$ cat src/rtl/gray_monitor.sv
// Purpose: decodes the upstream Gray count, checks that each step is a hold or +1, counts wraps and cross-checks sig_in.
// Latency: 2 cycles from gray_in to outputs; 4 cycles when GRAY_MON_SYNC_EN adds the two-flop synchroniser.
// Backpressure: none; one input sample is accepted every cycle.
module gray_monitor #(
    parameter int CBITS = 11,
    parameter int WBITS = 8
) (
    input  logic             clk,
    input  logic             rst_n,
    input  logic [CBITS-1:0] gray_in,
    input  logic             sig_in,
    output logic [CBITS-1:0] bin_cnt,
    output logic             valid,
    output logic             wrap_pulse,
    output logic [WBITS-1:0] wrap_cnt,
    output logic             step_err,
    output logic             sig_err
);

    typedef enum logic {INIT, TRACK} state_t;

    localparam logic [CBITS-1:0] C_ONE = {{(CBITS-1){1'b0}}, 1'b1};
    localparam logic [WBITS-1:0] W_ONE = {{(WBITS-1){1'b0}}, 1'b1};

    state_t           state_q, state_d;
    logic [CBITS-1:0] s_gray;
    logic             s_sig;
    logic [CBITS-1:0] src_gray;
    logic             src_sig;
    logic [CBITS-1:0] prev_q, prev_d;
    logic [CBITS-1:0] bin_d;
    logic [CBITS-1:0] b;
    logic [CBITS-1:0] prev_inc;
    logic             wrap_pulse_d;
    logic [WBITS-1:0] wrap_cnt_d;
    logic             step_err_d;
    logic             sig_err_d;
    logic             is_hold;
    logic             is_inc;
    logic             is_wrap;

`ifdef GRAY_MON_SYNC_EN
    // Gray code changes one bit per step, so a plain two-flop synchroniser is safe for a foreign-domain counter.
    logic [CBITS-1:0] sync1_gray, sync2_gray;
    logic             sync1_sig, sync2_sig;

    // Two-flop synchroniser ahead of the sample register.
    always_ff @(posedge clk or negedge rst_n) begin
        if (!rst_n) begin
            sync1_gray <= '0;
            sync2_gray <= '0;
            sync1_sig  <= 1'b0;
            sync2_sig  <= 1'b0;
        end else begin
            sync1_gray <= gray_in;
            sync2_gray <= sync1_gray;
            sync1_sig  <= sig_in;
            sync2_sig  <= sync1_sig;
        end
    end

    assign src_gray = sync2_gray;
    assign src_sig  = sync2_sig;
`else
    assign src_gray = gray_in;
    assign src_sig  = sig_in;
`endif

    // Sample register: every check works on this registered copy.
    always_ff @(posedge clk or negedge rst_n) begin
        if (!rst_n) begin
            s_gray <= '0;
            s_sig  <= 1'b0;
        end else begin
            s_gray <= src_gray;
            s_sig  <= src_sig;
        end
    end

    // Gray to binary: bit i is the XOR of all Gray bits at or above i.
    always_comb begin
        b = '0;
        for (int i = 0; i < CBITS; i++) begin
            b[i] = ^(s_gray >> i);
        end
    end

    assign prev_inc = prev_q + C_ONE;
    assign is_hold  = (b == prev_q);
    assign is_inc   = (b == prev_inc);
    assign is_wrap  = is_inc && (&prev_q);

    // Next-state and status update; an illegal step resynchronises but never counts as a wrap.
    always_comb begin
        state_d      = state_q;
        prev_d       = prev_q;
        bin_d        = bin_cnt;
        wrap_pulse_d = 1'b0;
        wrap_cnt_d   = wrap_cnt;
        step_err_d   = step_err;
        sig_err_d    = sig_err;
        case (state_q)
            INIT: begin
                prev_d  = b;
                bin_d   = b;
                state_d = TRACK;
            end
            TRACK: begin
                if (is_inc) begin
                    prev_d = b;
                    bin_d  = b;
                end else if (!is_hold) begin
                    step_err_d = 1'b1;
                    prev_d     = b;
                    bin_d      = b;
                end
                if (is_wrap) begin
                    wrap_pulse_d = 1'b1;
                    if (!(&wrap_cnt)) begin
                        wrap_cnt_d = wrap_cnt + W_ONE;
                    end
                end
                if ((s_sig && (b != '0)) || (is_wrap && !s_sig)) begin
                    sig_err_d = 1'b1;
                end
            end
            default: state_d = INIT;
        endcase
    end

    // State and output registers.
    always_ff @(posedge clk or negedge rst_n) begin
        if (!rst_n) begin
            state_q    <= INIT;
            prev_q     <= '0;
            bin_cnt    <= '0;
            wrap_pulse <= 1'b0;
            wrap_cnt   <= '0;
            step_err   <= 1'b0;
            sig_err    <= 1'b0;
        end else begin
            state_q    <= state_d;
            prev_q     <= prev_d;
            bin_cnt    <= bin_d;
            wrap_pulse <= wrap_pulse_d;
            wrap_cnt   <= wrap_cnt_d;
            step_err   <= step_err_d;
            sig_err    <= sig_err_d;
        end
    end

    assign valid = (state_q == TRACK);

endmodule

$ cat config.mk
export PLATFORM = sky130hd
export DESIGN_NAME = gray_monitor
export DESIGN_NICKNAME = d
export VERILOG_FILES = /design/src/rtl/gray_monitor.sv
export SDC_FILE = /design/constraint.sdc
export NUM_CORES = 1
export LEC_CHECK = 0
export ABC_AREA = 1
export CORE_MARGIN = 1.5
export CORE_UTILIZATION = 49
export DETAILED_ROUTE_END_ITERATION = 10
export PLACE_DENSITY = 0.76
export SLEW_MARGIN = 20
export SYNTH_ARGS = -nofsm -noshare
export SYNTH_HDL_FRONTEND = slang
export SYNTH_SLANG_ARGS = --single-unit
export TNS_END_PERCENT = 50
$ cat constraint.sdc
create_clock -name clk -period 2.1 [get_ports clk]
set_input_delay 0.21 -clock clk [delete_from_list [all_inputs] [get_ports clk]]
set_output_delay 0.21 -clock clk [all_outputs]
set_load 0.1 [all_outputs]
Word level (Yosys, flattened, before mapping)
Cells that the tools add are included. W data, S select, Z words.

Bits in registers: 35. Input bits: 14.

$add $sub $neg: 2. Equal/unequal tests: 3. Muxes and demuxes: 5. Bitwise operators: 4. Reductions and logical operators: 22.

Operator list (count): $reduce_xor A11 Y1 (11); $eq A11 B11 Y1 (2); $mux W11 (2); $pmux W11 S2 (1); $add A11 B1 Y11 const B (1); $reduce_and A11 Y1 (1); $reduce_bool A11 Y1 (1); $add A8 B1 Y8 const B (1); $reduce_and A8 Y1 (1); $reduce_and A3 Y1 (2); $not A1 Y1 (4); $logic_and A1 B1 Y1 (3); $ne A3 B2 Y1 const B (1); $mux W1 (2); $reduce_and A2 Y1 (1); $logic_not A1 Y1 (1); $logic_or A1 B1 Y1 (1).

Longest topological paths before layout
Gate-level depths: netlist (run 1).

Depth in word-level cells: 6. Depth in mapped cells: 17. Mapped depth without buffers: 17.

Worst setup path after synthesis (run 1)
No wires, ideal clock.

Path type: register to register. Start: reg bin_cnt[1] (netlist name). End: reg wrap_cnt[6]. Data arrival time: 2.615 ns. Required time: 1.977 ns. Setup slack: -0.638 ns. Stages on the path, launching flop included: 16. Cell sequence: dfrtp_1 -> ha_1 -> nand2_1 -> nor2_2 -> xor2_1 -> inv_1 -> nand2_2 -> nand2_2 -> inv_2 -> nand2_2 -> nor2_2 -> nand3_4 -> nor2_8 -> nand3_4 -> nand2_1 -> nand2_1.

RTL lines: end signal: assignment (RTL line 146) `wrap_cnt <= wrap_cnt_d;`; end: declaration (RTL line 15) `output logic [WBITS-1:0] wrap_cnt,`.

==> impl_metrics.json, run 1 <==
{
  "met3_usage_pct": 4.552,
  "grt-ovfl-total": 0,
  "pwr_density_cell_nw_per_um2": 688.0,
  "port_buffers": 36,
  "end_kind": "flip-flop",
  "area_growth_pct": 36.92,
  "cts_tree": "done",
  "syn_area_per_cell_um2": 7.397,
  "ys_ff_latch": 35,
  "rsz0062_at_grt": "yes",
  "cts-htree-levels": 2,
  "status": "finished, violations left",
  "syn_inst": 340,
  "drv_slew": 0,
  "worstPathCellList": "ha_4 -> nand2_4 -> nor2_4 -> xor2_2 -> inv_1 -> nand2_2 -> nand2_2 -> inv_2 -> nand2_4 -> nor2_4 -> nand3_4 -> nor2_8 -> nand3_4 -> nand2_1 -> nand2_1",
  "ys.flop_type": "dfrtp_1",
  "p_leak_uw": 0.001770,
  "synth.area.top_cells": "dfrtp_1, nand2_1, nand3_1, inv_1, nand2_4",
  "synth_edf_count": 0,
  "start_kind": "flip-flop",
  "grt_max_degree": 36,
  "antennaDiodeCount": 0,
  "nets": 424,
  "drc": 0,
  "synth_top_cell_area_share_pct": 34.83,
  "grt.total_usage_pct": 24.36,
  "hold_class": "in -> async",
  "fin_worst_skew_ns": 0.003190,
  "fin_crit_ns": 2.109,
  "gp_congestion": 0.9626,
  "synth_nets": 356,
  "vias": 2406,
  "use_met2_pct": 37.90,
  "first_iter_violations": 166,
  "final-setup-viol-count": 1,
  "gr-max-usage-layer": "met2",
  "coreArea_um2": 4848,
  "drive_gt1_share_pct": 42.54,
  "path_class": "reg -> reg",
  "yosys.cell_types.count": 31,
  "rows": 25,
  "drt-total-wl_um": 6392,
  "clkSinkCount": 35,
  "antenna_found_initial": 0,
  "hold_violations": 0,
  "n_fill_cell": 387,
  "max-vdd-ir-drop_uv": 461.4,
  "post-route-period-util_pct": 100.4,
  "clkTransAtPathRegs_ns": 0.07,
  "cts_buffers": 5,
  "fmax_ghz": 0.4742,
  "die_w_um": 74.64,
  "grt_pass1_wl_um": 10030,
  "utilization_pct": 71.02,
  "dr.pass1.iters": 5,
  "synth_common_cells": "nand2_1, inv_1, dfrtp_1",
  "instances_no_fill": 476,
  "arrival_ns": 2.29,
  "synth_seq_area_share_pct": 34.83,
  "tightest_slew_ns": 0.8324,
  "fin_ws_ns": -0.009019,
  "critPathMaxStageDelay_ns": 0.44,
  "synthArstFlopShare_pct": 100.0,
  "dp_cells": 455,
  "worstPathMaxFanout": 8,
  "cts_max_path_buffers": 2,
  "drv_cap": 0,
  "syn-cell-area_um2": 2515,
  "synth.largest_area_cell": "dfrtp_1",
  "use_met1_pct": 34.52,
  "vias_per_cell": 5.055,
  "hold_buffers": 0,
  "clk_latency_ns": 0.29,
  "num_io_pins": 37,
  "violations": "negative setup slack",
  "slew_headroom_pct": 44.25,
  "worstPathRequired_ns": 2.28,
  "drtAntennaViolNets": 0,
  "start_util_pct": 51.87,
  "grt_pass1_vias": 2109,
  "dieArea_um2": 5571,
  "die_h_um": 74.64,
  "root_buffer": "clkbuf_8",
  "hpwlAfterDp_um": 4780,
  "slowest_stage": "dfrtp_4",
  "power_uw": 2369,
  "synth.most_common_cell": "nand2_1",
  "preCtsSetupSlack_ns": -0.06720,
  "wire_per_inst_um": 13.43,
  "synth_warnings": 0
}
-- sequential cells by signal, indices dropped and copies added, names as in the netlist --
signal,flops
bin_cnt,11
step_err,1
s_gray,11
s_sig,1
sig_err,1
wrap_pulse,1
wrap_cnt,8
valid,1
-- path summary, 6_finish.rpt --
check | start | endpoint | slack, ns | depth (start not counted)
max in group asynchronous | rst_n | bin_cnt[4] | 1.49 | 1
worst min-delay path | rst_n | bin_cnt[3] | 0.009 | 1
min in group clk | gray_in[8] | s_gray[8] | 0.35 | 1
worst max-delay path | bin_cnt[1] | wrap_cnt[4] | -0.009 | 15
worst max register to register | bin_cnt[1] | wrap_cnt[4] | -0.009 | 15
worst min register to register | step_err | step_err | 0.48 | 2
-- worst max-delay path: cells and delay by family, from the launching register on --
kind                       cells  cell delay, ns
adders and majority gates      1            0.15
xor gates and xnor gates       1            0.18
DFF                            1            0.44
and+or+nand+nor               11            1.08
buffers and inverters          2            0.14
-- placed cells by master (no fill, tap or decap), types with 2 or more instances in the layout --
cell | Yosys | final
clkbuf_8 | 0 | 5
xnor2_2 | 0 | 2
inv_2 | 3 | 12
nand3_2 | 7 | 8
o21ai_0 | 2 | 2
nand3_4 | 2 | 7
nand2_2 | 20 | 40
inv_4 | 2 | 2
buf_4 | 0 | 47
nor2_4 | 2 | 6
dfrtp_1 | 35 | 18
xnor2_1 | 7 | 5
nor2_1 | 15 | 11
clkdlybuf4s50_1 | 0 | 12
inv_1 | 37 | 30
clkbuf_1 | 1 | 2
dfrtp_2 | 0 | 12
nor2_2 | 3 | 3
xor2_1 | 15 | 13
nand2_1 | 115 | 93
xor2_2 | 0 | 2
nor3_1 | 4 | 4
nand3_1 | 29 | 23
dfrtp_4 | 0 | 5
nand2_4 | 12 | 13
nand4_1 | 13 | 13
-- stage by stage --
stage	cell area, µm²	TNS (ns)	hold slack (ns)
finish	3443	-0.009019	0.009203
global route	3443	-1.286	0.07187
CTS	3193	0	0.04038
detailed placement	3060	-0.4828	0.3512
global placement	3060	-0.3404	0.3415
floorplan	2572	-0.9085	-0.08559
-- report_power, final --
group,internal [µW],total [µW],switching [µW]
sequential,730,804,73.7
clock,233,479,246
combinational,363,1090,724
-- layer usage --
layer | up-vias | routed length [µm]
li1 | 1206 | -
met1 | 1110 | 2929
met2 | 75 | 3043
met3 | 15 | 282
met4 | 0 | 136
met5 | - | 0
-- timing repair --
item,in CTS,in global routing
setup buffers,4,9
endpoints found under the setup margin,8,11
gates cloned,0,0
pin swaps,2,25
gates resized for setup,4,57
endpoints found under the hold margin,0,0
-- final cells by class --
class	count	area (µm²)	area share, %
Clock inverter	1	5.005	0.1453
Timing Repair Buffer	62	509.2	14.79
Inverter	44	170.2	4.942
Clock buffer	7	76.32	2.217
Sequential cell	35	909.6	26.42
Tap cell	67	83.83	2.435
Multi-Input combinational cell	260	1689	49.06
-- logic make-up after synthesis --
group | Yosys count | synth area share [%]
AO/OA/AOI/OAI | 6 | 1.393
XOR/XNOR | 22 | 7.662
adder cells (fa/ha/maj) | 2 | 0.9949
buffers and inverters | 45 | 6.915
flip-flops | 35 | 34.83
other | 1 | 0.1491
AND/OR/NAND/NOR | 229 | 48.06
(Power assumes the default switching activity.)
==> inputs of run 2 (changes only) <==
--- a/config.mk
+++ b/config.mk
@@ -7,9 +7,9 @@
 export LEC_CHECK = 0
 export ABC_AREA = 1
 export CORE_MARGIN = 1.5
-export CORE_UTILIZATION = 49
+export CORE_UTILIZATION = 45
 export DETAILED_ROUTE_END_ITERATION = 10
-export PLACE_DENSITY = 0.76
+export PLACE_DENSITY = 0.71
 export SLEW_MARGIN = 20
 export SYNTH_ARGS = -nofsm -noshare
 export SYNTH_HDL_FRONTEND = slang
==> run 2 against run 1 <==
Against the previous run: the run still ends with negative setup slack left; sequential power down 0.6%; wire length down 0.31%; combinational power about the same; die area up 8.5%; final cell count up 1.7%; power up 7.5%; flip-flop and latch count unchanged; largest cell class unchanged.
==> impl_metrics.json, run 2 (synthesis gave the netlist of run 1 again) <==
{
  "drc": 0,
  "fin_crit_ns": 2.125,
  "place_area_um2": 3059,
  "dr.pass1.iters": 4,
  "die_w_um": 77.76,
  "hold_violations": 0,
  "fin_ws_ns": -0.02488,
  "critPathMaxStageDelay_ns": 0.52,
  "antenna_found_initial": 0,
  "hold_class": "in -> async",
  "num_io_pins": 37,
  "p_leak_uw": 0.001823,
  "slowest_stage": "dfrtp_4",
  "start_kind": "flip-flop",
  "cts_buffers": 5,
  "grt_pass1_wl_um": 10050,
  "vias_per_cell": 5.029,
  "antennaDiodeCount": 0,
  "drtAntennaViolNets": 0,
  "clk_latency_ns": 0.29,
  "grt-ovfl-total": 0,
  "post-route-period-util_pct": 101.2,
  "wire_per_inst_um": 13.17,
  "fin_area_um2": 3543,
  "cts_tree": "done",
  "status": "finished, violations left",
  "grt_max_degree": 36,
  "port_buffers": 36,
  "first_iter_violations": 164,
  "layout_commonest_cell": "nand2_1",
  "root_buffer": "clkbuf_8",
  "slew_headroom_pct": 44.37,
  "arrival_ns": 2.30,
  "grt_pass1_vias": 2233,
  "drive_gt1_share_pct": 45.87,
  "rsz0062_at_grt": "yes",
  "clkSinkCount": 35,
  "cts_max_path_buffers": 2,
  "nets": 427,
  "tightest_slew_ns": 0.8306,
  "pwr_density_cell_nw_per_um2": 719.0,
  "rows": 27,
  "fmax_ghz": 0.4706,
  "final-setup-viol-count": 6,
  "worstPathCellList": "ha_4 -> nand2_4 -> inv_1 -> nand3_2 -> xnor2_2 -> inv_1 -> nand2_2 -> nand3_2 -> nor2_4 -> nand3_4 -> nor2_8 -> nand3_4 -> nand2_2 -> nand2_1",
  "path_class": "reg -> reg",
  "mostFrequentLayoutCells": "nand2_1, buf_4, nand2_2, inv_1, nand3_1",
  "start_util_pct": 46.24,
  "coreArea_um2": 5439,
  "crit_buf_inv": 2,
  "gp_congestion": 0.9102,
  "max-vdd-ir-drop_uv": 534.3,
  "worstPathMaxFanout": 8,
  "area_growth_pct": 40.90,
  "vias": 2434,
  "cp_top_family": "simple AND/OR/NAND/NOR gates",
  "grt.total_usage_pct": 21.16,
  "die_h_um": 77.76,
  "end_kind": "flip-flop",
  "fin_worst_skew_ns": 0.01317,
  "drv_cap": 0,
  "clkTransAtPathRegs_ns": 0.08,
  "worstPathRequired_ns": 2.28,
  "hpwlAfterDp_um": 4619,
  "cts-htree-levels": 2,
  "instances_no_fill": 484,
  "dieArea_um2": 6046,
  "drt-total-wl_um": 6372,
  "dp_cells": 460,
  "drv_slew": 0,
  "largestRegisters": "bin_cnt (11), s_gray (11), wrap_cnt (8)",
  "violations": "negative setup slack"
}
[run 2: changes by cell type in the layout (fill, tap and decap cells not counted), moves of 3 or more]
cell | previous run | this run
nand2_4 | 13 | 17
nand2_2 | 40 | 44
buf_4 | 47 | 50
nand3_2 | 8 | 14
nand2_1 | 93 | 85
nand3_4 | 7 | 4
nand3_1 | 23 | 20
[run 2: timing repair]
item / in CTS / in global routing
resized for setup: 2 / 72
buffers inserted: 3 / 13
gates cloned: 0 / 0
pin swaps: 3 / 31
setup endpoints to repair: 8 / 10
hold buffers: 0 / 0
[run 2: where the power goes]
part	internal [µW]	switching, µW	leakage (µW)
Clock	384	254	0.0000612
Sequential	730	69.1	0.000405
Combinational	381	729	0.00136
Total	1500	1050	0.00182
[run 2: cell type report]
cell class	count	area [µm²]
fill	473	1896
multi-input combinational	260	1725
sequential	35	912.1
timing repair buffer	65	528.0
inverter	44	170.2
tap	72	90.09
clock buffer	6	82.58
clock inverter	2	35.03
[run 2: path summary, 6_finish.rpt]
kind	startpoint	end	slack, ns	depth (start not counted)
worst max-delay path	bin_cnt[1]	wrap_cnt[3]	-0.02	14
worst min register to register	step_err	step_err	0.47	2
min in group clk	gray_in[3]	s_gray[3]	0.35	1
max in group asynchronous	rst_n	s_gray[2]	1.41	2
worst min-delay path	rst_n	bin_cnt[2]	0.33	2
worst max register to register	bin_cnt[1]	wrap_cnt[3]	-0.02	14
[run 2: worst reg2reg max path: stages (launching register included)]
cell	delay (ns)
dfrtp_4	0.52
ha_4	0.18
nand2_4	0.06
inv_1	0.06
nand3_2	0.07
xnor2_2	0.12
inv_1	0.07
nand2_2	0.10
nand3_2	0.09
nor2_4	0.14
nand3_4	0.10
nor2_8	0.16
nand3_4	0.15
nand2_2	0.12
nand2_1	0.05
[run 2: metal layers]
metal / vias to the layer above / GRT usage [%] / routed length (µm)
met1: 1142 / 28.17 / 2774
li1: 1213 / - / -
met2: 65 / 34.35 / 3171
met3: 14 / 3.882 / 275
met5: - / 0 / 0
met4: 0 / 7.455 / 150
[run 2: stage by stage]
step	total power (µW)	utilization [%]	setup slack, ns	TNS [ns]	hold slack [ns]
final	2548	65.15	-0.02488	-0.07690	0.3273
after global routing	2677	65.15	-0.1483	-0.9739	0.3468
after CTS	2413	59.05	0.001788	0	0.3465
after detailed placement	1759	56.25	-0.05519	-0.3472	0.4546
after global placement	1748	56.25	-0.03026	-0.1781	0.4512
after floorplan	1499	-	-0.1213	-0.9085	-0.08559
